==> src/rtl/filt_sample_tx_if.sv <==
// Sample link bus: filter samples in, serial line and FIFO status out.
interface filt_sample_tx_if #(
    parameter int DATA_W = 8
);
    logic [DATA_W-1:0] y_in;
    logic              y_valid;
    logic              tx;
    logic              busy;
    logic              fifo_full;
    logic              fifo_empty;
    logic              overflow;

    modport master (
        output y_in, y_valid,
        input  tx, busy, fifo_full, fifo_empty, overflow
    );

    modport slave (
        input  y_in, y_valid,
        output tx, busy, fifo_full, fifo_empty, overflow
    );
endinterface

==> src/rtl/filt_sample_tx.sv <==
// Filter sample transmitter: buffers samples in a FIFO and sends them
// as 8N1-style frames, LSB first, on a single idle-high line.
//
// state | meaning
// ------+-------------------------------------------------
// IDLE  | line high, waiting for a buffered sample
// START | start bit (low) for one bit time
// DATA  | data bit sh[idx] for one bit time, idx = 0..DATA_W-1
// STOP  | stop bit (high); last cycle may chain straight into START
module filt_sample_tx #(
    parameter int DATA_W       = 8,
    parameter int FIFO_DEPTH   = 16,
    parameter int CLKS_PER_BIT = 16
) (
    input  logic              clk,
    input  logic              reset,
    filt_sample_tx_if.slave   bus
);
    localparam int PTR_W = $clog2(FIFO_DEPTH);
    localparam int CNT_W = PTR_W + 1;
    localparam int TMR_W = $clog2(CLKS_PER_BIT);
    localparam int IDX_W = (DATA_W > 1) ? $clog2(DATA_W) : 1;

    typedef enum logic [1:0] {IDLE, START, DATA, STOP} state_t;

    state_t            state, state_nxt;
    logic [TMR_W-1:0]  tmr, tmr_nxt;
    logic [IDX_W-1:0]  idx, idx_nxt;
    logic [DATA_W-1:0] sh, sh_nxt;
    logic [DATA_W-1:0] mem [FIFO_DEPTH];
    logic [PTR_W-1:0]  wr_ptr, rd_ptr;
    logic [CNT_W-1:0]  count, count_nxt;
    logic              push, pop, tmr_done;
    logic              tx_d, busy_d;
    logic              tx_q, busy_q, full_q, empty_q, ovf_q;

    // A pop in the same cycle never frees a slot for a write to a full FIFO.
    assign push     = bus.y_valid && (count != CNT_W'(FIFO_DEPTH));
    assign tmr_done = (tmr == TMR_W'(CLKS_PER_BIT - 1));

    // FSM state, bit timer, bit index and shift register
    always_ff @(posedge clk or posedge reset) begin
        if (reset) begin
            state <= IDLE;
            tmr   <= '0;
            idx   <= '0;
            sh    <= '0;
        end else begin
            state <= state_nxt;
            tmr   <= tmr_nxt;
            idx   <= idx_nxt;
            sh    <= sh_nxt;
        end
    end

    // Next-state logic; the timer restarts on every state or bit change
    always_comb begin
        state_nxt = state;
        tmr_nxt   = tmr + 1'b1;
        idx_nxt   = idx;
        pop       = 1'b0;
        case (state)
            IDLE: begin
                tmr_nxt = '0;
                if (count != '0) begin
                    pop       = 1'b1;
                    state_nxt = START;
                end
            end
            START: begin
                if (tmr_done) begin
                    tmr_nxt   = '0;
                    idx_nxt   = '0;
                    state_nxt = DATA;
                end
            end
            DATA: begin
                if (tmr_done) begin
                    tmr_nxt = '0;
                    if (idx == IDX_W'(DATA_W - 1)) begin
                        state_nxt = STOP;
                    end else begin
                        idx_nxt = idx + 1'b1;
                    end
                end
            end
            STOP: begin
                if (tmr_done) begin
                    tmr_nxt = '0;
                    if (count != '0) begin
                        pop       = 1'b1;
                        state_nxt = START;
                    end else begin
                        state_nxt = IDLE;
                    end
                end
            end
            default: begin
                tmr_nxt   = '0;
                state_nxt = IDLE;
            end
        endcase
    end

    // Output decode from the upcoming state so tx/busy can be registered
    always_comb begin
        sh_nxt = pop ? mem[rd_ptr] : sh;
        tx_d   = 1'b1;
        busy_d = (state_nxt != IDLE);
        case (state_nxt)
            START:   tx_d = 1'b0;
            DATA:    tx_d = sh_nxt[idx_nxt];
            default: tx_d = 1'b1;
        endcase
    end

    // FIFO occupancy after this edge
    always_comb begin
        count_nxt = count;
        if (push && !pop) begin
            count_nxt = count + 1'b1;
        end else if (!push && pop) begin
            count_nxt = count - 1'b1;
        end
    end

    // Sample storage; contents need no reset since count gates every read
    always_ff @(posedge clk) begin
        if (push) begin
            mem[wr_ptr] <= bus.y_in;
        end
    end

    // FIFO pointers, status flags and registered line outputs
    always_ff @(posedge clk or posedge reset) begin
        if (reset) begin
            wr_ptr  <= '0;
            rd_ptr  <= '0;
            count   <= '0;
            full_q  <= 1'b0;
            empty_q <= 1'b1;
            ovf_q   <= 1'b0;
            tx_q    <= 1'b1;
            busy_q  <= 1'b0;
        end else begin
            if (push) wr_ptr <= wr_ptr + 1'b1;
            if (pop)  rd_ptr <= rd_ptr + 1'b1;
            count   <= count_nxt;
            full_q  <= (count_nxt == CNT_W'(FIFO_DEPTH));
            empty_q <= (count_nxt == '0);
            if (bus.y_valid && !push) ovf_q <= 1'b1;
            tx_q    <= tx_d;
            busy_q  <= busy_d;
        end
    end

    assign bus.tx         = tx_q;
    assign bus.busy       = busy_q;
    assign bus.fifo_full  = full_q;
    assign bus.fifo_empty = empty_q;
    assign bus.overflow   = ovf_q;
endmodule

==> src/flat_wrapper.sv <==
// flat-port wrapper written by rule: the top's interface ports become plain ports
module filt_sample_tx_flat 
#(
    parameter int DATA_W       = 8,
    parameter int FIFO_DEPTH   = 16,
    parameter int CLKS_PER_BIT = 16
)
  (clk, reset, bus_y_in, bus_y_valid, bus_tx, bus_busy, bus_fifo_full, bus_fifo_empty, bus_overflow);
  filt_sample_tx_if #(.DATA_W(DATA_W)) bus_i ();
  input  logic clk;
  input  logic reset;
  input wire logic [$bits(bus_i.y_in)-1:0] bus_y_in;
  input wire logic [$bits(bus_i.y_valid)-1:0] bus_y_valid;
  output wire logic [$bits(bus_i.tx)-1:0] bus_tx;
  output wire logic [$bits(bus_i.busy)-1:0] bus_busy;
  output wire logic [$bits(bus_i.fifo_full)-1:0] bus_fifo_full;
  output wire logic [$bits(bus_i.fifo_empty)-1:0] bus_fifo_empty;
  output wire logic [$bits(bus_i.overflow)-1:0] bus_overflow;
  assign bus_i.y_in = bus_y_in;
  assign bus_i.y_valid = bus_y_valid;
  assign bus_tx = bus_i.tx;
  assign bus_busy = bus_i.busy;
  assign bus_fifo_full = bus_i.fifo_full;
  assign bus_fifo_empty = bus_i.fifo_empty;
  assign bus_overflow = bus_i.overflow;
  filt_sample_tx #(.DATA_W(DATA_W), .FIFO_DEPTH(FIFO_DEPTH), .CLKS_PER_BIT(CLKS_PER_BIT)) u_core (.clk(clk), .reset(reset), .bus(bus_i));
endmodule
==> config.mk <==
export PLATFORM = sky130hd
export DESIGN_NAME = filt_sample_tx_flat
export DESIGN_NICKNAME = d
export VERILOG_FILES = /design/src/rtl/filt_sample_tx_if.sv /design/src/rtl/filt_sample_tx.sv /design/src/flat_wrapper.sv
export SDC_FILE = /design/constraint.sdc
export NUM_CORES = 1
export LEC_CHECK = 0
export CAP_MARGIN = 15
export CORE_ASPECT_RATIO = 1.4
export CORE_MARGIN = 2
export CORE_UTILIZATION = 60
export CTS_CLUSTER_SIZE = 30
export DETAILED_ROUTE_END_ITERATION = 8
export PLACE_DENSITY = 0.77
export SYNTH_ARGS = -nofsm -noshare
export SYNTH_HDL_FRONTEND = slang
export SYNTH_SLANG_ARGS = --single-unit
==> constraint.sdc <==
create_clock -name clk -period 5.1 [get_ports clk]
set_input_delay 0.51 -clock clk [delete_from_list [all_inputs] [get_ports clk]]
set_output_delay 0.51 -clock clk [all_outputs]
set_load 0.03 [all_outputs]
---- After elaboration in Yosys (flattened, before gate mapping) ----
Memories as Yosys holds them, arrays and structs flattened.
Cells that the tools add are included.
word-level totals
  bits in registers ....................... 35
  memory bits (writable) .................. 128
  bits of input ports ..................... 11
  output and inout bits ................... 5
  memories kept ........................... 1
operators by class
  $add $sub $neg .......................... 6
  $lt $le $gt $ge ......................... 1
  equal/unequal tests ..................... 9
  muxes and demuxes ....................... 24
  reduce and logical (&&, ||, !) cells .... 11
memory list
  name        depth  width  rd ports  clocked after memory_dff  wr ports  line                  RTL
  u_core.mem  16     8      1         0                         1         filt_sample_tx.sv:30  logic [DATA_W-1:0] mem [FIFO_DEPTH];
operators by type and width
  operator             number
  $add 4x1->4 const B  3
  $mux 2               5
  $mux 5               2
  $mux 3               3
  $mux 8               1
  $pmux 2 s4           1
  $pmux 4 s2           1
  $eq 2x2->1 const B   3
  $mux 1               6
  $pmux 3 s2           1
  $add 5x1->5 const B  1
  $eq 5x5->1 const B   1
  $logic_not 5->1      1
  $ne 5x5->1 const B   1
  $reduce_bool 5->1    1
  $sub 5x1->5 const B  1
  $eq 2x1->1 const B   2
  $eq 4x4->1 const B   1
  $logic_and 1x1->1    4
  $lt 3x4->1 const B   1
  $mux 4               1
  $pmux 1 s2           2
  $add 3x1->3 const B  1
  $bmux 1 s3           1
  5 further kinds      6

---- Depth between registers and ports, before layout ----
Gate-level depths: netlist of the first run.
  depth after elaboration ................. 8
  depth in mapped cells ................... 10

---- Least setup slack after synthesis of the first run ----
No wires, ideal clock.
  kind .................................... reg-to-reg
  from .................................... reg u_core.state[0]
  to ...................................... reg u_core.tx_q, in the netlist u_core.bus.tx
  data arrival time ....................... 2.416 ns
  required time ........................... 5.011 ns
  setup slack ............................. 2.595 ns
  stages on the path, launching flop included .. 11
  period minus slack after synthesis ...... 2.505 ns
  cells stage by stage .................... dfrtp_1 > inv_1 > ha_1 > clkbuf_1 > nand2_1 > or4_1 > o211a_1 > inv_1 > mux2_1 > and4_1 > a311oi_2
RTL lines
  what                                      line                   RTL
  start, declared                           filt_sample_tx.sv:26   state_t state, state_nxt;
  start signal, assigned                    filt_sample_tx.sv:49   state <= state_nxt;
  $eq 2x2->1 or $eq 2x1->1 (tied branches)  filt_sample_tx.sv:62   case (state)
  $pmux 3 s2 (*)                            filt_sample_tx.sv:62
  net u_core.idx_nxt[0]                     filt_sample_tx.sv:28   logic [IDX_W-1:0] idx, idx_nxt;
  $bmux 1 s3 (*)                            filt_sample_tx.sv:112  DATA: tx_d = sh_nxt[idx_nxt];
  $mux 1 (implied by the code) (*)          filt_sample_tx.sv:112
  $pmux 1 s2 (*)                            filt_sample_tx.sv:110  case (state_nxt)
  net u_core.tx_d                           filt_sample_tx.sv:34   logic tx_d, busy_d;
  end signal, assigned                      filt_sample_tx.sv:152  tx_q <= tx_d;
  end, declared                             filt_sample_tx.sv:35   logic tx_q, busy_q, full_q, empty_q, ovf_q;
Mark *: on every way through the listed nets, which the timed path passes. The rest lies on a longest branch. The select of a mux whose other input is x is not followed.
A chain may end at the register's enable or synchronous reset.

---- Worst setup path in the final report of the first run ----
  from .................................... reg u_core.rd_ptr[2]
  to ...................................... reg u_core.tx_q, in the netlist u_core.bus.tx
on the way
  longest elaborated chain between the ends .. 5
RTL lines
  what                          line                   RTL
  start, declared               filt_sample_tx.sv:31   logic [PTR_W-1:0] wr_ptr, rd_ptr;
  start signal, assigned        filt_sample_tx.sv:147  if (pop) rd_ptr <= rd_ptr + 1'b1;
  $mem_v2 16x8                  -
  $mux 8                        filt_sample_tx.sv:107  sh_nxt = pop ? mem[rd_ptr] : sh;
  net u_core.sh_nxt[2]          filt_sample_tx.sv:29   logic [DATA_W-1:0] sh, sh_nxt;
  $bmux 1 s3                    filt_sample_tx.sv:112
  $mux 1 (implied by the code)  filt_sample_tx.sv:112
  $pmux 1 s2                    filt_sample_tx.sv:110
  net u_core.tx_d               filt_sample_tx.sv:34
The timed path passes the listed nets, and every way through them passes these cells. The select of a mux whose other input is x is not followed.

==> results of run 1 <==
critical path, cell delays in order (launching register included):
cell and delay (ns):
dfrtp_1 0.83, buf_4 0.45, mux4_2 0.29, o22ai_1 0.10, a221oi_1 0.39, mux2i_1 0.20, a41o_1 0.30, a311oi_2 0.27
per-stage QoR:
stage               hold WS (ns)  utilization, %
floorplan                  0.439               -
global placement           0.453            64.0
detailed placement         0.475            64.0
CTS                        0.488            69.2
global route               0.513            69.2
finish                     0.488            69.2
registers in the layout, indices dropped and copies added (netlist names):
name	cells
u_core.bus.tx	1
u_core.idx	3
u_core.sh	8
u_core.bus.fifo_full	1
u_core.state	2
u_core.bus.fifo_empty	1
u_core.wr_ptr	4
u_core.count	5
u_core.mem	128
u_core.bus.busy	1
u_core.rd_ptr	4
u_core.tmr	4
u_core.bus.overflow	1
per-layer routing:
layer  wire, µm  GRT usage (%)  up-vias  share of wire [%]
met5          0              0        -                  0
met4        538           12.9        0                3.7
met3        818           4.75       34                5.6
met2       7700           41.7      162                 53
met1       5430           30.8     2025                 38
li1           -              -     1737                  -
cell usage after synthesis (5+ instances only):
cell type  instances  share of area [%]
mux2_2             8                1.3
nand2_1           20                1.1
buf_2              5               0.36
xnor2_1           11                1.4
nand3_1            6               0.43
a21oi_1            5               0.36
mux4_2            26                8.3
edfxtp_1         128                 55
mux2i_1           11                1.6
and2_1            11               0.98
nor2_1            11               0.59
inv_1             21                1.1
clkbuf_1           6               0.32
o21ai_0            6               0.43
dfrtp_1           33                 12
nand2b_1           8               0.71
o22ai_1           10               0.89
ha_1              15                2.7
buf_4              7               0.75
nor3_1             8               0.57
nor4_1             6               0.53
placed cells by master, fill, tap and decap left out, types with 15 or more instances in the layout:
cell type        instances
clkbuf_16               17
clkdlybuf4s50_1         15
dfrtp_1                 33
edfxtp_1               128
ha_1                    15
inv_1                   21
mux4_2                  26
nand2_1                 20
logic make-up after synthesis:
kind of cell | after synthesis
buf+inv | 41
simple gates | 95
flops | 163
fa+ha+maj | 15
mux | 46
compound gates | 58
xor+xnor | 12
layout make-up:
| class | instances | share of cell area (%) |
|---|---|---|
| sequential | 163 | 59.9 |
| inverter | 21 | 0.999 |
| clock inverter | 14 | 2.20 |
| clock buffer | 17 | 5.39 |
| tap | 144 | 2.28 |
| timing repair buffer | 23 | 2.66 |
| multi-input combinational | 226 | 26.6 |
path summary, 6_finish.rpt:
kind	start	slack, ns	to	cells after the start
max	u_core.rd_ptr[2]$_DFFE_PP0N_	2.16	u_core.bus.tx$_DFF_PP1_	7
max in group asynchronous	reset	4.23	u_core.bus.fifo_empty$_DFF_PP1_	3
min reg2reg	u_core.sh[6]$_DFF_PP0_	0.49	u_core.sh[6]$_DFF_PP0_	2
max reg2reg	u_core.rd_ptr[2]$_DFFE_PP0N_	2.16	u_core.bus.tx$_DFF_PP1_	7
min	u_core.sh[6]$_DFF_PP0_	0.49	u_core.sh[6]$_DFF_PP0_	2
min in group asynchronous	reset	0.51	u_core.idx[1]$_DFF_PP0_	3
report_power, final:
part | internal, mW | switching [mW]
clock | 0.773 | 0.513
combinational | 0.150 | 0.240
sequential | 1.59 | 0.0972
total | 2.51 | 0.850
==> results by group, run 1 <==
Floorplanning
  • Die height: 132 µm
  • I/O pin count: 16
  • Core Area: 11400 µm²
  • Row cnt: 46
  • DIE AREA: 12600 µm²
  • Die W: 95.4 µm
  • Initial Util: 61.6%

STA
  • Maximum clock frequency: 0.341 GHz
  • Post-route setup TNS: 0 ns
  • Slew Limit Headroom: 27.0%
  • Final WS setup: 2.16 ns
  • Final setup vio count: 0
  • Final period utilization: 57.6%
  • Slew @ Worst Pin: 1.09 ns
  • Min Tclk post-route: 2.94 ns
  • Fin. max-slew vios: 0
  • Clock skew: 0.00869 ns
  • Final hold vios: 0
  • RSZ-0062 raised after global routing: no

Clock tree
  • Postcts setup bufs: 0
  • Clock transition at path regs: 0.06 ns
  • H-tree depth: 4
  • TritonCTS clock tree: done
  • Maximum root-to-sink buffer count: 2
  • Cts repair resizes: 0
  • Post-CTS Hold Fix Bufs: 0
  • CTS buffer count: 17
  • Sink Count: 163
  • Latest clock arrival within the worst-skew pair: 0.42 ns
  • Root buffer cell: clkbuf_16

Place
  • Inst Count DP: 577
  • GPL Wtd Cong: 0.817
  • Placed cell areas: 7290 µm²
  • Hpwl dp: 9520 µm
  • Buffers on Ports: 15
  • Pre-CTS setup slack: 2.25 ns

Synthesis
  • Synth Area in XOR/XNOR: 1.50%
  • Ys Warns: 0
  • Mux cell area share after synthesis: 11.4%
  • Adder-cell area share of the yosys netlist: 2.67%
  • Largest family of logic cells by synthesized area: multiplexers
  • Post-synth EDFFs: 128
  • Cell area after synthesis: 7020 µm²
  • Mapped Cells: 430
  • Compound-gate portion of the synthesized area: 6.36%
  • Synthesized flop and latch total: 163
  • Post-Synth Simple-Gate Area: 8.00%
  • Net Count, Synth: 456
  • Register area share after synthesis: 67.2%
  • Post-synthesis async set-or-reset flop share: 21.5%
  • Synth Area per Inst: 16.3 µm²
  • Unique masters post-synth: 64
  • Main synth FF type: edfxtp_1

Worst setup path
  • Startpoint types: flop
  • Crit Path Category: flop to flop
  • CP arrival: 3.26 ns
  • Critical Path RT: 5.43 ns
  • CP Max Fanout: 21
  • Crit end category: flop

Route
  • Antenna-violating nets left: 0
  • Drt wl/cell: 23.8 µm
  • DR iter-0 viols: 357
  • Detailed-route via count: 3958
  • Residual DRC count: 0
  • Final wirelength: 14500 µm
  • Vias per cell: 6.51
  • Pre-antenna DRT Iters: 5

Cells and area
  • Finished Layout Cells: 608
  • Fin area: 7890 µm²
  • Area occupied by registers: 4720 µm²
  • Area of the multi-input gates: 2100 µm²
  • NumNets Final: 478
  • Fillcell total: 723
  • Synth-to-Final Area Change: 12.3%
  • Antenna diodes: 0
  • Fraction of layout cells with a size suffix above 1: 18.1%

Run status
  • Status: finished clean

GRT
  • Largest net degree at the start of global routing: 36
  • Initial antenna violation count: 0
  • Vias in the first global route: 4074
  • Grt ovf: 0
  • Global-route wire length before repair: 22600 µm
  • All-Layer GR Usage: 25.0%

Power and ir drop
  • P_leak: 2.77 nW
  • Pwr Total: 3.36 mW
  • Max VDD drop: 0.000247 V
  • PD cells: 426 nW/µm²

Hold path
  • Hold Crit Class: flop to flop

Flow run
  • Max cap viols: 0
Note: power is estimated with default switching activity, not from simulation.
==> inputs of run 2 (changes only) <==
--- a/config.mk
+++ b/config.mk
@@ -8,10 +8,10 @@
 export CAP_MARGIN = 15
 export CORE_ASPECT_RATIO = 1.4
 export CORE_MARGIN = 2
-export CORE_UTILIZATION = 60
+export CORE_UTILIZATION = 56
 export CTS_CLUSTER_SIZE = 30
 export DETAILED_ROUTE_END_ITERATION = 8
-export PLACE_DENSITY = 0.77
+export PLACE_DENSITY = 0.76
 export SYNTH_ARGS = -nofsm -noshare
 export SYNTH_HDL_FRONTEND = slang
 export SYNTH_SLANG_ARGS = --single-unit
==> constraint.sdc (replaced) <==
create_clock -name clk -period 2.7 [get_ports clk]
set_input_delay 0.27 -clock clk [delete_from_list [all_inputs] [get_ports clk]]
set_output_delay 0.27 -clock clk [all_outputs]
set_load 0.03 [all_outputs]
==> results by group, run 2 (synthesized netlist as in run 1, its figures left out) <==
Floorplanning
  • Row cnt: 48
  • Die W: 98.6 µm
  • I/O pin count: 16
  • Initial Util: 57.0%
  • Core Area: 12300 µm²
  • Die height: 136 µm
  • DIE AREA: 13500 µm²

Place
  • Placed cell areas: 7490 µm²
  • Buffers on Ports: 15
  • GPL Wtd Cong: 0.798
  • Hpwl dp: 9400 µm
  • Pre-CTS setup slack: 0.0538 ns

Route
  • Vias per cell: 6.15
  • Detailed-route via count: 3932
  • Antenna-violating nets left: 0
  • Final wirelength: 13800 µm
  • DR iter-0 viols: 366
  • Residual DRC count: 0
  • Pre-antenna DRT Iters: 5
  • Drt wl/cell: 21.5 µm

STA
  • Slew @ Worst Pin: 0.583 ns
  • Clock skew: 0.00889 ns
  • Slew Limit Headroom: 61.2%
  • Min Tclk post-route: 2.59 ns
  • Final WS setup: 0.107 ns
  • Final setup vio count: 0
  • Final hold vios: 0
  • Fin. max-slew vios: 0
  • Maximum clock frequency: 0.386 GHz
  • Worst hold slack: 0.261 ns
  • Final period utilization: 96.0%

Cells and area
  • Largest register FFs: 128
  • NumNets Final: 502
  • Fin area: 8070 µm²
  • Commonest non-fill, non-tap cells in the layout: edfxtp_1 (128), dfrtp_1 (32), buf_4 (30), mux4_2 (26), inv_1 (21)
  • Antenna diodes: 0
  • Biggest register: u_core.mem
  • Most common library cell in the layout ignoring fill and taps: edfxtp_1
  • Area of the multi-input gates: 2120 µm²
  • Fraction of layout cells with a size suffix above 1: 23.3%
  • Synth-to-Final Area Change: 14.9%
  • Final core occ: 65.5%
  • Largest regs: u_core.mem x128, u_core.sh x8, u_core.count x5
  • Area occupied by registers: 4720 µm²
  • Fillcell total: 819

GRT
  • Vias in the first global route: 4189
  • Largest net degree at the start of global routing: 36
  • Global-route wire length before repair: 22400 µm
  • Grt ovf: 0
  • Initial antenna violation count: 0
  • All-Layer GR Usage: 22.5%

Clock tree
  • Root buffer cell: clkbuf_16
  • Latest clock arrival within the worst-skew pair: 0.42 ns
  • Sink Count: 163
  • TritonCTS clock tree: done
  • Maximum root-to-sink buffer count: 2
  • CTS buffer count: 17
  • Clock transition at path regs: 0.07 ns
  • Post-CTS Hold Fix Bufs: 0
  • H-tree depth: 4

Run status
  • Status: finished clean

Worst setup path
  • Critical Path RT: 3.02 ns
  • Crit Path Category: flop to flop
  • CP Max Fanout: 6
  • Largest delay contributor family on the critical path: simple AND/OR/NAND/NOR gates
  • Reg-to-Reg End: u_core.bus.tx$_DFF_PP1_
  • Worst path bufs/invs: 2
  • FF-to-FF Start: u_core.state[1]$_DFF_PP0_
  • Slowest CP cell: or4_1
  • Crit end category: flop
  • Startpoint types: flop
  • CP arrival: 2.91 ns
  • Cells on worst reg2reg path: 8
  • R2r setup slk: 0.11 ns
  • Most used cell along the critical path: inv_1
  • Crit-path cells: inv_1, ha_2, inv_1, nand3_2, or4_1, and4_4, o31a_1, a311oi_2
  • Largest stage delay on the critical path: 0.58 ns

Power and ir drop
  • Max VDD drop: 0.000520 V
  • Pwr Total: 6.13 mW
  • P_leak: 2.88 nW
  • PD cells: 760 nW/µm²

Hold path
  • Hold Crit Class: input port to async pin

Flow run
  • Max cap viols: 0
## run 2: cell types whose count changed in the layout (fill, tap and decap cells not counted), sizes merged
cell      before  now
buf            8   32
clkinv         4    5
inv           26   28
bufinv         3    0
clkinvlp       2    1
clkbuf        17   19
## run 2: area by class of cell
cell class	instances	area share, %
inverter	21	0.977
tap	150	2.33
clock buffer	19	5.49
timing repair buffer	47	5.15
multi-input combinational	226	26.3
clock inverter	13	1.24
sequential	163	58.5
## run 2: what timing repair did
item                                   in CTS  in global routing
endpoints found under the hold margin       0                  0
setup endpoints to repair                   0                  4
buffers inserted                            0                  2
resized for setup                           0                  7
## run 2: worst max path at each step
stage	start	to	slack, ns	depth (start not counted)
3_5_place_dp	u_core.tmr[0]$_DFF_PP0_	u_core.bus.tx$_DFF_PP1_	0.05	7
4_1_cts	u_core.tmr[0]$_DFF_PP0_	u_core.bus.tx$_DFF_PP1_	0.04	7
6_report	u_core.state[1]$_DFF_PP0_	u_core.bus.tx$_DFF_PP1_	0.11	8
5_1_grt	u_core.state[1]$_DFF_PP0_	u_core.bus.tx$_DFF_PP1_	-0.001	9
3_3_place_gp	u_core.tmr[0]$_DFF_PP0_	u_core.bus.fifo_empty$_DFF_PP1_	0.24	7
2_1_floorplan	u_core.state[0]$_DFF_PP0_	u_core.bus.tx$_DFF_PP1_	0.19	10
## run 2: layer usage
layer / routed length [µm] / GRT usage [%] / vias up
li1: - / - / 1781
met1: 5140 / 26.1 / 1981
met2: 7490 / 39.6 / 144
met3: 766 / 6.44 / 26
met4: 379 / 8.75 / 0
met5: 0 / 0 / -
## run 2: power breakdown
group          internal [mW]  switching [mW]
clock network           1.22           0.981
registers               3.00           0.174
logic                  0.318           0.445
## run 2: per-stage QoR
step / cells / setup TNS (ns)
2_1_floorplan: 430 / 0
3_3_place_gp: 605 / 0
3_5_place_dp: 605 / 0
4_1_cts: 637 / 0
5_1_grt: 639 / -0.00138
6_report: 639 / 0
## run 2: worst reg2reg max path, cell delays in order (launching register included)
cell      delay, ns
dfrtp_1        0.42
inv_1          0.15
ha_2           0.35
inv_1          0.17
nand3_2        0.12
or4_1          0.58
and4_4         0.20
o31a_1         0.24
a311oi_2       0.29
